`src/rtl/mdr_mem_ctrl.sv`:
```
// mdr_mem_ctrl: sequences one memory read or write per request, with a ready
// handshake and timeout, and drives the MDR mux select and load enable.
module mdr_mem_ctrl #(
  parameter int DATA_W  = 32,
  parameter int ADDR_W  = 9,
  parameter int TIMEOUT = 15
) (
  input  logic              clk,
  input  logic              clr,
  input  logic              req_rd,
  input  logic              req_wr,
  input  logic              ld_bus,
  input  logic [ADDR_W-1:0] addr,
  input  logic [DATA_W-1:0] mdr_q,
  input  logic              mem_ready,
  output logic [ADDR_W-1:0] mem_addr,
  output logic [DATA_W-1:0] mem_wdata,
  output logic              mem_rd,
  output logic              mem_wr,
  output logic              mdr_read,
  output logic              mdr_en,
  output logic              busy,
  output logic              done,
  output logic              err
);

  // state   | meaning
  // IDLE    | accepts req_rd > req_wr > ld_bus; ld_bus loads MDR from the bus
  // RD_WAIT | mem_rd high, MDR loads from memory on the mem_ready edge
  // WR_WAIT | mem_wr high until mem_ready
  // DONE    | one-cycle completion pulse
  // ERR     | one-cycle timeout pulse (done and err), MDR untouched

  localparam int CNT_W = $clog2(TIMEOUT) + 1;

  typedef enum logic [2:0] {IDLE, RD_WAIT, WR_WAIT, DONE, ERR} state_t;

  state_t           state, state_nxt;
  logic [CNT_W-1:0] cnt;
  logic             timeout_hit;
  logic             in_wait;

  assign timeout_hit = (cnt == CNT_W'(TIMEOUT - 1));
  assign in_wait     = (state == RD_WAIT) || (state == WR_WAIT);

  always_ff @(posedge clk or posedge clr) begin
    if (clr) state <= IDLE;
    else     state <= state_nxt;
  end

  always_comb begin
    state_nxt = state;
    case (state)
      IDLE: begin
        if (req_rd)      state_nxt = RD_WAIT;
        else if (req_wr) state_nxt = WR_WAIT;
      end
      RD_WAIT, WR_WAIT: begin
        if (mem_ready)        state_nxt = DONE;
        else if (timeout_hit) state_nxt = ERR;
      end
      DONE, ERR: state_nxt = IDLE;
      default:   state_nxt = IDLE;
    endcase
  end

  // Address/data are captured only at accept so they stay stable while busy.
  always_ff @(posedge clk or posedge clr) begin
    if (clr) begin
      cnt       <= '0;
      mem_addr  <= '0;
      mem_wdata <= '0;
    end else if (state == IDLE) begin
      if (req_rd || req_wr) begin
        mem_addr <= addr;
        cnt      <= '0;
      end
      if (!req_rd && req_wr) mem_wdata <= mdr_q;
    end else if (in_wait && !mem_ready && (cnt != '1)) begin
      cnt <= cnt + 1'b1;
    end
  end

  always_comb begin
    mem_rd   = 1'b0;
    mem_wr   = 1'b0;
    mdr_read = 1'b0;
    mdr_en   = 1'b0;
    busy     = 1'b1;
    done     = 1'b0;
    err      = 1'b0;
    case (state)
      IDLE: begin
        busy   = 1'b0;
        // clr gating keeps the bus load quiet while reset is held
        mdr_en = ld_bus && !req_rd && !req_wr && !clr;
      end
      RD_WAIT: begin
        mem_rd   = 1'b1;
        mdr_read = 1'b1;
        mdr_en   = mem_ready;
      end
      WR_WAIT: mem_wr = 1'b1;
      DONE:    done = 1'b1;
      ERR: begin
        done = 1'b1;
        err  = 1'b1;
      end
      default: ;
    endcase
  end

endmodule

```
`config.mk`:
```
export PLATFORM = sky130hd
export DESIGN_NAME = mdr_mem_ctrl
export DESIGN_NICKNAME = d
export VERILOG_FILES = /design/src/rtl/mdr_mem_ctrl.sv
export SDC_FILE = /design/constraint.sdc
export NUM_CORES = 1
export LEC_CHECK = 0
export ABC_AREA = 1
export CORE_MARGIN = 3
export CORE_UTILIZATION = 40
export CTS_CLUSTER_DIAMETER = 50
export DETAILED_ROUTE_END_ITERATION = 8
export GPL_ROUTABILITY_DRIVEN = 0
export PLACE_DENSITY = 0.83
export SYNTH_ARGS = -nofsm -noshare
export SYNTH_HDL_FRONTEND = slang
export SYNTH_SLANG_ARGS = --single-unit
```
`constraint.sdc`:
```
create_clock -name clk -period 3.61 [get_ports clk]
set_clock_uncertainty 0.05 [all_clocks]
set_input_delay 1.083 -clock clk [delete_from_list [all_inputs] [get_ports clk]]
set_output_delay 1.083 -clock clk [all_outputs]
set_load 0.03 [all_outputs]
```
After elaboration in Yosys (flattened, before gate mapping)

Cells that the tools add are included.

Add/sub/neg operators: 1
Equal/unequal tests: 9
Multiplexer cells: 14
Reduce and logical (&&, ||, !) cells: 20

Operators by type and width:

| cell                                                            | number |
|---|---|
| 5-bit 2-to-1 mux                                                | 3 |
| 3-bit 2-to-1 mux                                                | 4 |
| 2-bit AND reduction                                             | 4 |
| 3-bit by 2-bit == test with 1-bit output, second input constant | 2 |
| 1-bit logical AND                                               | 6 |
| 3-bit != test, second input constant                            | 2 |
| 3-bit case mux with 2 select lines                              | 1 |
| 5-bit by 1-bit adder with 5-bit output, second input constant   | 1 |
| 5-bit by 4-bit == test with 1-bit output, second input constant | 1 |
| 1-bit 2-to-1 mux                                                | 5 |
| 5-bit != test, second input constant                            | 1 |
| 1-bit zero test                                                 | 4 |
| 2-bit OR reduction                                              | 2 |
| 3-bit by 1-bit == test with 1-bit output, second input constant | 1 |
| 3-bit == test, second input constant                            | 1 |
| 3-bit zero test                                                 | 1 |
| 1-bit logical OR                                                | 2 |
| 2-bit by 1-bit != test with 1-bit output, second input constant | 1 |
| 1-bit case mux with 2 select lines                              | 1 |
| 2-bit nonzero test                                              | 1 |

Flip-flop bits (word level): 49
Bits of input ports: 47
Output and inout bits: 48
Logic and storage cells: 48

Logic depth before layout (Yosys ltp)

Gate-level depths: netlist (run 1).

Word-level depth: 6
Gate-level depth with buffers: 9
Gate-level depth less buffers: 9

Worst setup path before layout (run 1)

No wires, ideal clock.

Path kind: input to output
From: in clr
To: out mdr_en
Arrival time: 2.769 ns
Required time: 2.477 ns
Slack: -0.292 ns
Cell stages on the path: 3
Buffers on the path: 0
Path through: inv_1 nand2_1 o22ai_1

Word-level cells in the longest chain between the ends: 3

Ends and longest elaborated chain:

| element                            | RTL line | RTL |
|---|---|---|
| start, declared                    | 9        | `input logic clr,` |
| 1-bit zero test                    | 96       | `mdr_en = ld_bus && !req_rd && !req_wr && !clr;` |
| 1-bit logical AND                  | 96       |  |
| 1-bit case mux with 2 select lines | 92       | `case (state)` |
| end, declared                      | 21       | `output logic mdr_en,` |

No other way between the ends.

Final worst setup path (run 1)

From: in req_rd
To: out mdr_en

Word-level cells in the longest chain between the ends: 5

Ends and longest elaborated chain:

| element                            | RTL line | RTL |
|---|---|---|
| start, declared                    | 10       | `input logic req_rd,` |
| 1-bit zero test                    | 96       |  |
| 1-bit logical AND (3 in a row)     | 96       |  |
| 1-bit case mux with 2 select lines | 92       |  |

No other way between the ends.

==> summary.txt, run 1 <==
Outcome
  – Status: finished, final reports clean

Power and ir drop
  – P_leak: 1.64 nW
  – Sequential Power Share: 33.1%
  – Worst vdd ir: 0.446 mV
  – Pwr Total: 0.00286 W
  – NetSw: 0.00129 W
  – Net Sw Frac: 45.2%
  – Power Dens Cells: 869 nW/um2
  – Clock power frac: 11.0%
  – Comb power frac: 55.9%
  – Internal Power: 0.00157 W

Synth
  – Post-synthesis simple-gate area fraction: 24.1%
  – Post-synthesis compound-gate area fraction: 8.10%
  – Mapped Cells: 260
  – Post-synthesis register bit count: 49
  – Largest family of logic cells by synthesized area: simple AND/OR/NAND/NOR gates
  – Mean Syn Cell Area: 8.50 um2
  – Syn_nets: 310
  – Mux cell area share after synthesis: 0%
  – Top FF cell, synth: dfrtp_1
  – Post-Syn Area: 2210 um2
  – EDFF count, synth: 0
  – Adder-Cell Fraction of Synth Area: 1.70%
  – Ys async rst share: 100%
  – Total number of yosys warnings: 0
  – XOR/XNOR Fraction of Synth Area: 0%
  – Post-synthesis sequential area ratio: 55.5%
  – Synth cell types: 21

CTS
  – Clk slew on worst S/H paths: 90 ps
  – Hold buffers post-CTS: 0
  – CTS Buffer Depth: 2
  – Post-CTS Setup Repair Bufs: 0
  – CTS tree: yes
  – Post-CTS Resized: 0
  – CTS H-tree lvls: 2
  – Worst-Skew Late Latency: 290 ps
  – CTS Sinks: 49
  – Inserted Clock Buffers: 5
  – Clock root buffer: clkbuf_8

Route
  – DRT Pass-1 Iters: 4
  – Via Count: 1916
  – Antenna Nets Post-Route: 0
  – Drc violations: 0
  – Total wire length: 5.03 mm
  – 1st-iter DRT viols: 120
  – Vias/cell: 4.50
  – Per-cell routed wire length: 11.8 um

Setup path
  – Launching element type of the critical path: input port
  – CP required: 2480 ps
  – Critical Path AT: 2340 ps
  – Max FO, Critical Path: 4
  – WS Path Type: input port to primary output
  – Critical path endpoint category: primary output

Timing
  – Max Clk Rate: 288 MHz
  – Final Setup Violations: 0
  – RSZ-0062 raised after global routing: no
  – Fin. Hold Viols: 0
  – Tmin final: 3470 ps
  – Worst Max-Slew Pin Slew: 635 ps
  – Max-slew headroom: 57.7%
  – Final WS setup: 137 ps
  – Setup TNS: 0 ps
  – Slew Viols, Final: 0
  – Fin crit share: 96.2%

Finish
  – Commonest non-fill, non-tap cells in the layout: 93 x clkdlybuf4s50_1, 75 x nand2_1, 49 x dfrtp_1, 43 x inv_1, 32 x o21ai_1
  – ANT cells: 0
  – Core Util, Final: 62.9%
  – Ratio of cells with drive above 1 in the final layout: 7.30%
  – Fillcell total: 447
  – Commonest non-fill, non-tap cell in the layout: clkdlybuf4s50_1
  – Area of the multi-input gates: 749 um2
  – Nets: 405
  – Area grow syn2layout: 49.2%
  – FF/Latch Area: 1230 um2

Place
  – Place WS: 136 ps
  – HPWL Detailed: 3.79 mm
  – IO buf count: 94

Floorplan
  – IO Count: 95
  – Die W: 80.3 um
  – Die H: 80.3 um
  – Initial Util: 42.2%
  – CORE AREA: 5240 um2
  – Num rows: 26
  – Die Area: 6450 um2

Global routing
  – Initial antenna violation count: 0
  – First-pass GRT wire length: 8.65 mm
  – Global route overflow: 0
  – GRT Resource Usage Total: 17.0%
  – Pin count of the biggest net entering global routing: 65
  – Vias in the first global route: 1899

Worst hold path
  – Worst hold path class: flip-flop to flip-flop

Run
  – Max Cap Violations: 0
## final timing paths
check                       startpoint             to  slack, ps  depth (start not counted)
max                             req_rd         mdr_en        140                          5
min                        mem_addr[8]    mem_addr[8]        430                          2
max reg2reg                   state[0]  mem_wdata[18]       1700                          6
min reg2reg                mem_addr[8]    mem_addr[8]        430                          2
max in group asynchronous          clr    mem_addr[6]       1800                          3
min in group asynchronous          clr  mem_wdata[17]       1300                          3
## stage by stage
step | hold WS, ps | area (um2) | std cells
global route | 468 | 3300 | 426
finish | 426 | 3300 | 426
floorplan | 447 | 2210 | 260
global placement | 405 | 3210 | 418
detailed placement | 412 | 3210 | 418
CTS | 434 | 3300 | 426
## sequential cells by signal (all words and copies together), names as in the netlist
| name | flops |
|---|---|
| cnt | 5 |
| mem_wdata | 32 |
| state | 3 |
| mem_addr | 9 |
## cell usage after synthesis, types with 2 or more instances
cell     number  area share (%)
dfrtp_1      49              55
nand3_2       2            0.91
nand2_2       5             1.4
nand3_1      18             4.1
buf_4         2            0.68
nand2_1      75              13
ha_1          3             1.7
inv_2         2            0.34
buf_2         7             1.6
nor2_1       11             1.9
inv_1        44             7.5
or2_4         2            0.79
o21ai_1      32             7.2
## worst max-delay path: stages
cell,delay [ps]
clkdlybuf4s50_1,420
or2_4,250
or2_4,270
o22ai_1,130
buf_4,190
## cell families (layout without fill, tap and decap cells)
family                   count (synthesis)  count (layout)
AND/OR/NAND/NOR                        117             117
buffers and inverters                   56             152
flip-flops                              49              49
AO/OA/AOI/OAI                           35              35
adder cells (fa/ha/maj)                  3               3
## layout make-up
cell class / count / share of cell area, %
clock inverters: 2 / 0.456
multi-input cells: 155 / 22.7
clock buffers: 6 / 2.20
flip-flops and latches: 49 / 37.2
inverters: 46 / 5.35
well taps: 70 / 2.66
repair buffers: 98 / 29.4
## layer usage
layer	track usage, %	vias up	wire, um
met5	0	-	0
met4	4.05	0	44
met3	8.41	5	590
met1	20.7	845	2040
met2	26.9	78	2350
li1	-	988	-
## power by group through the flow
stage,sequential (W),combinational [W],clock [W]
finish,0.000947,0.00160,0.000315
global route,0.000978,0.00174,0.000351
CTS,0.000949,0.00162,0.000326
detailed placement,0.000953,0.00162,0
global placement,0.000947,0.00159,0
floorplan,0.00137,0.000546,0
Note: power is estimated with default switching activity, not from simulation.
==> inputs of run 2 (changes only) <==
Settings changed: CORE_UTILIZATION 40 to 38.
Clock period 3.61 ns to 2.9 ns, I/O delays scaled along.
==> summary.txt, run 2 (synthesized netlist as in run 1, its figures left out) <==
Floorplan
  – Die Area: 6770 um2 (was 6450 um2)
  – Num rows: 27 (was 26)
  – IO Count: 95 (unchanged)
  – Die W: 82.3 um (was 80.3 um)
  – CORE AREA: 5570 um2 (was 5240 um2)
  – Die H: 82.3 um (was 80.3 um)
  – Initial Util: 39.6% (was 42.2%)

Timing
  – Final Setup Violations: 0 (unchanged)
  – Hold_ws: 423 ps (was 426 ps)
  – Setup TNS: 0 ps (unchanged)
  – Final WS setup: 67.1 ps (was 137 ps)
  – Fin crit share: 97.7%
  – Max Clk Rate: 353 MHz
  – RSZ-0062 raised after global routing: no (unchanged)
  – Slew Viols, Final: 0 (unchanged)
  – Max-slew headroom: 56.6% (was 57.7%)
  – Worst Max-Slew Pin Slew: 651 ps (was 635 ps)
  – Fin. Hold Viols: 0 (unchanged)
  – Tmin final: 2830 ps

Route
  – Total wire length: 5.06 mm (was 5.03 mm)
  – Per-cell routed wire length: 11.9 um (was 11.8 um)
  – DRT Pass-1 Iters: 4 (unchanged)
  – Antenna Nets Post-Route: 0 (unchanged)
  – Via Count: 1922 (was 1916)
  – Vias/cell: 4.50 (about the same)
  – Drc violations: 0 (unchanged)
  – 1st-iter DRT viols: 36 (was 120)

Power and ir drop
  – P_leak: 1.65 nW (was 1.64 nW)
  – Worst vdd ir: 0.624 mV (was 0.446 mV)
  – Pwr Total: 0.00359 W (was 0.00286 W)
  – Power Dens Cells: 1090 nW/um2 (was 869 nW/um2)

Global routing
  – First-pass GRT wire length: 8.11 mm (was 8.65 mm)
  – GRT Resource Usage Total: 15.4% (was 17.0%)
  – Vias in the first global route: 1839 (was 1899)
  – Initial antenna violation count: 0 (unchanged)
  – Global route overflow: 0 (unchanged)
  – Pin count of the biggest net entering global routing: 65 (unchanged)

Finish
  – Ratio of cells with drive above 1 in the final layout: 7.61% (was 7.30%)
  – Commonest non-fill, non-tap cell in the layout: clkdlybuf4s50_1 (unchanged)
  – Area grow syn2layout: 49.7% (was 49.2%)
  – Biggest register: mem_wdata (unchanged)
  – FF/Latch Area: 1230 um2 (unchanged)
  – Largest regs: mem_wdata: 32 flops, mem_addr: 9 flops, cnt: 5 flops (unchanged)
  – Area of the multi-input gates: 756 um2 (was 749 um2)
  – Commonest non-fill, non-tap cells in the layout: 91 x clkdlybuf4s50_1, 75 x nand2_1, 49 x dfrtp_1, 43 x inv_1, 32 x o21ai_1 (was 93 x clkdlybuf4s50_1, 75 x nand2_1, 49 x dfrtp_1, 43 x inv_1, 32 x o21ai_1)
  – Fillcell total: 491 (was 447)
  – ANT cells: 0 (unchanged)
  – Post-route cell area: 3310 um2 (was 3300 um2)
  – Nets: 405 (unchanged)
  – Max FFs per register: 32 (unchanged)

Worst hold path
  – Hold Crit Start: mem_addr[6] (was mem_addr[8])
  – Worst hold path class: flip-flop to flip-flop (unchanged)

CTS
  – CTS Sinks: 49 (unchanged)
  – Post-CTS Setup Repair Bufs: 0 (unchanged)
  – Clk slew on worst S/H paths: 90 ps (about the same)
  – CTS Buffer Depth: 2 (unchanged)
  – CTS tree: yes (unchanged)
  – Hold buffers post-CTS: 0 (unchanged)
  – Inserted Clock Buffers: 5 (unchanged)
  – CTS H-tree lvls: 2 (unchanged)
  – Worst-Skew Late Latency: 290 ps (about the same)
  – Clock root buffer: clkbuf_8 (unchanged)

Place
  – Place WS: -137 ps (was 136 ps)
  – HPWL Detailed: 3.75 mm (was 3.79 mm)
  – IO buf count: 94 (unchanged)
  – Post-DP Area: 3220 um2 (was 3210 um2)

Setup path
  – WS Path Type: input port to primary output (unchanged)
  – CP startpoint: req_wr (was req_rd)
  – Critical Path AT: 1910 ps (was 2340 ps)
  – Worst reg2reg startpoint: state[1] (was state[0])
  – CP required: 1980 ps (was 2480 ps)
  – Max FO, Critical Path: 2 (was 4)
  – Launching element type of the critical path: input port (unchanged)
  – Critical path endpoint category: primary output (unchanged)

Run
  – Max Cap Violations: 0 (unchanged)

Outcome
  – Status: finished, final reports clean (unchanged)
run 2: area by class of cell:
type	count	area share [%]
sequential	49	37.1
timing repair buffer	98	29.3
multi-input combinational	155	22.8
inverter	46	5.33
tap	72	2.72
clock buffer	6	2.50
clock inverter	1	0.227
run 2: worst paths after layout:
kind	depth (start not counted)	end	slack [ps]
max	5	mdr_en	70
min	2	mem_addr[6]	420
max reg2reg	6	mem_wdata[2]	930
min reg2reg	2	mem_addr[6]	420
max in group asynchronous	3	mem_wdata[5]	1320
min in group asynchronous	3	mem_wdata[12]	1080
run 2: power breakdown:
group | switching [W] | internal (W)
registers | 0.000194 | 0.000988
clock network | 0.000221 | 0.000189
logic | 0.00120 | 0.000803
total | 0.00161 | 0.00198
run 2: critical path, stage by stage:
cell and delay, ps:
dlygate4sd2_1 270, or2_4 240, or2_4 250, o22ai_2 130, buf_6 150
run 2: stage by stage:
step / utilization (%) / std cells
finish: 59.3 / 427
global route: 59.3 / 427
CTS: 59.3 / 427
detailed placement: 57.7 / 420
global placement: 57.7 / 420
floorplan: - / 260
run 2: timing repair:
item                                    CTS  global route
endpoints found under the setup margin    1             0
hold endpoints to repair                  0             0
gates resized for setup                   3             0
run 2: layer usage:
layer / up-vias / share of wire [%] / global-route usage, %
li1: 983 / - / -
met1: 858 / 43 / 18.2
met2: 74 / 47 / 26.2
met3: 7 / 9.2 / 5.97
met4: 0 / 1.2 / 3.82
met5: - / 0 / 0
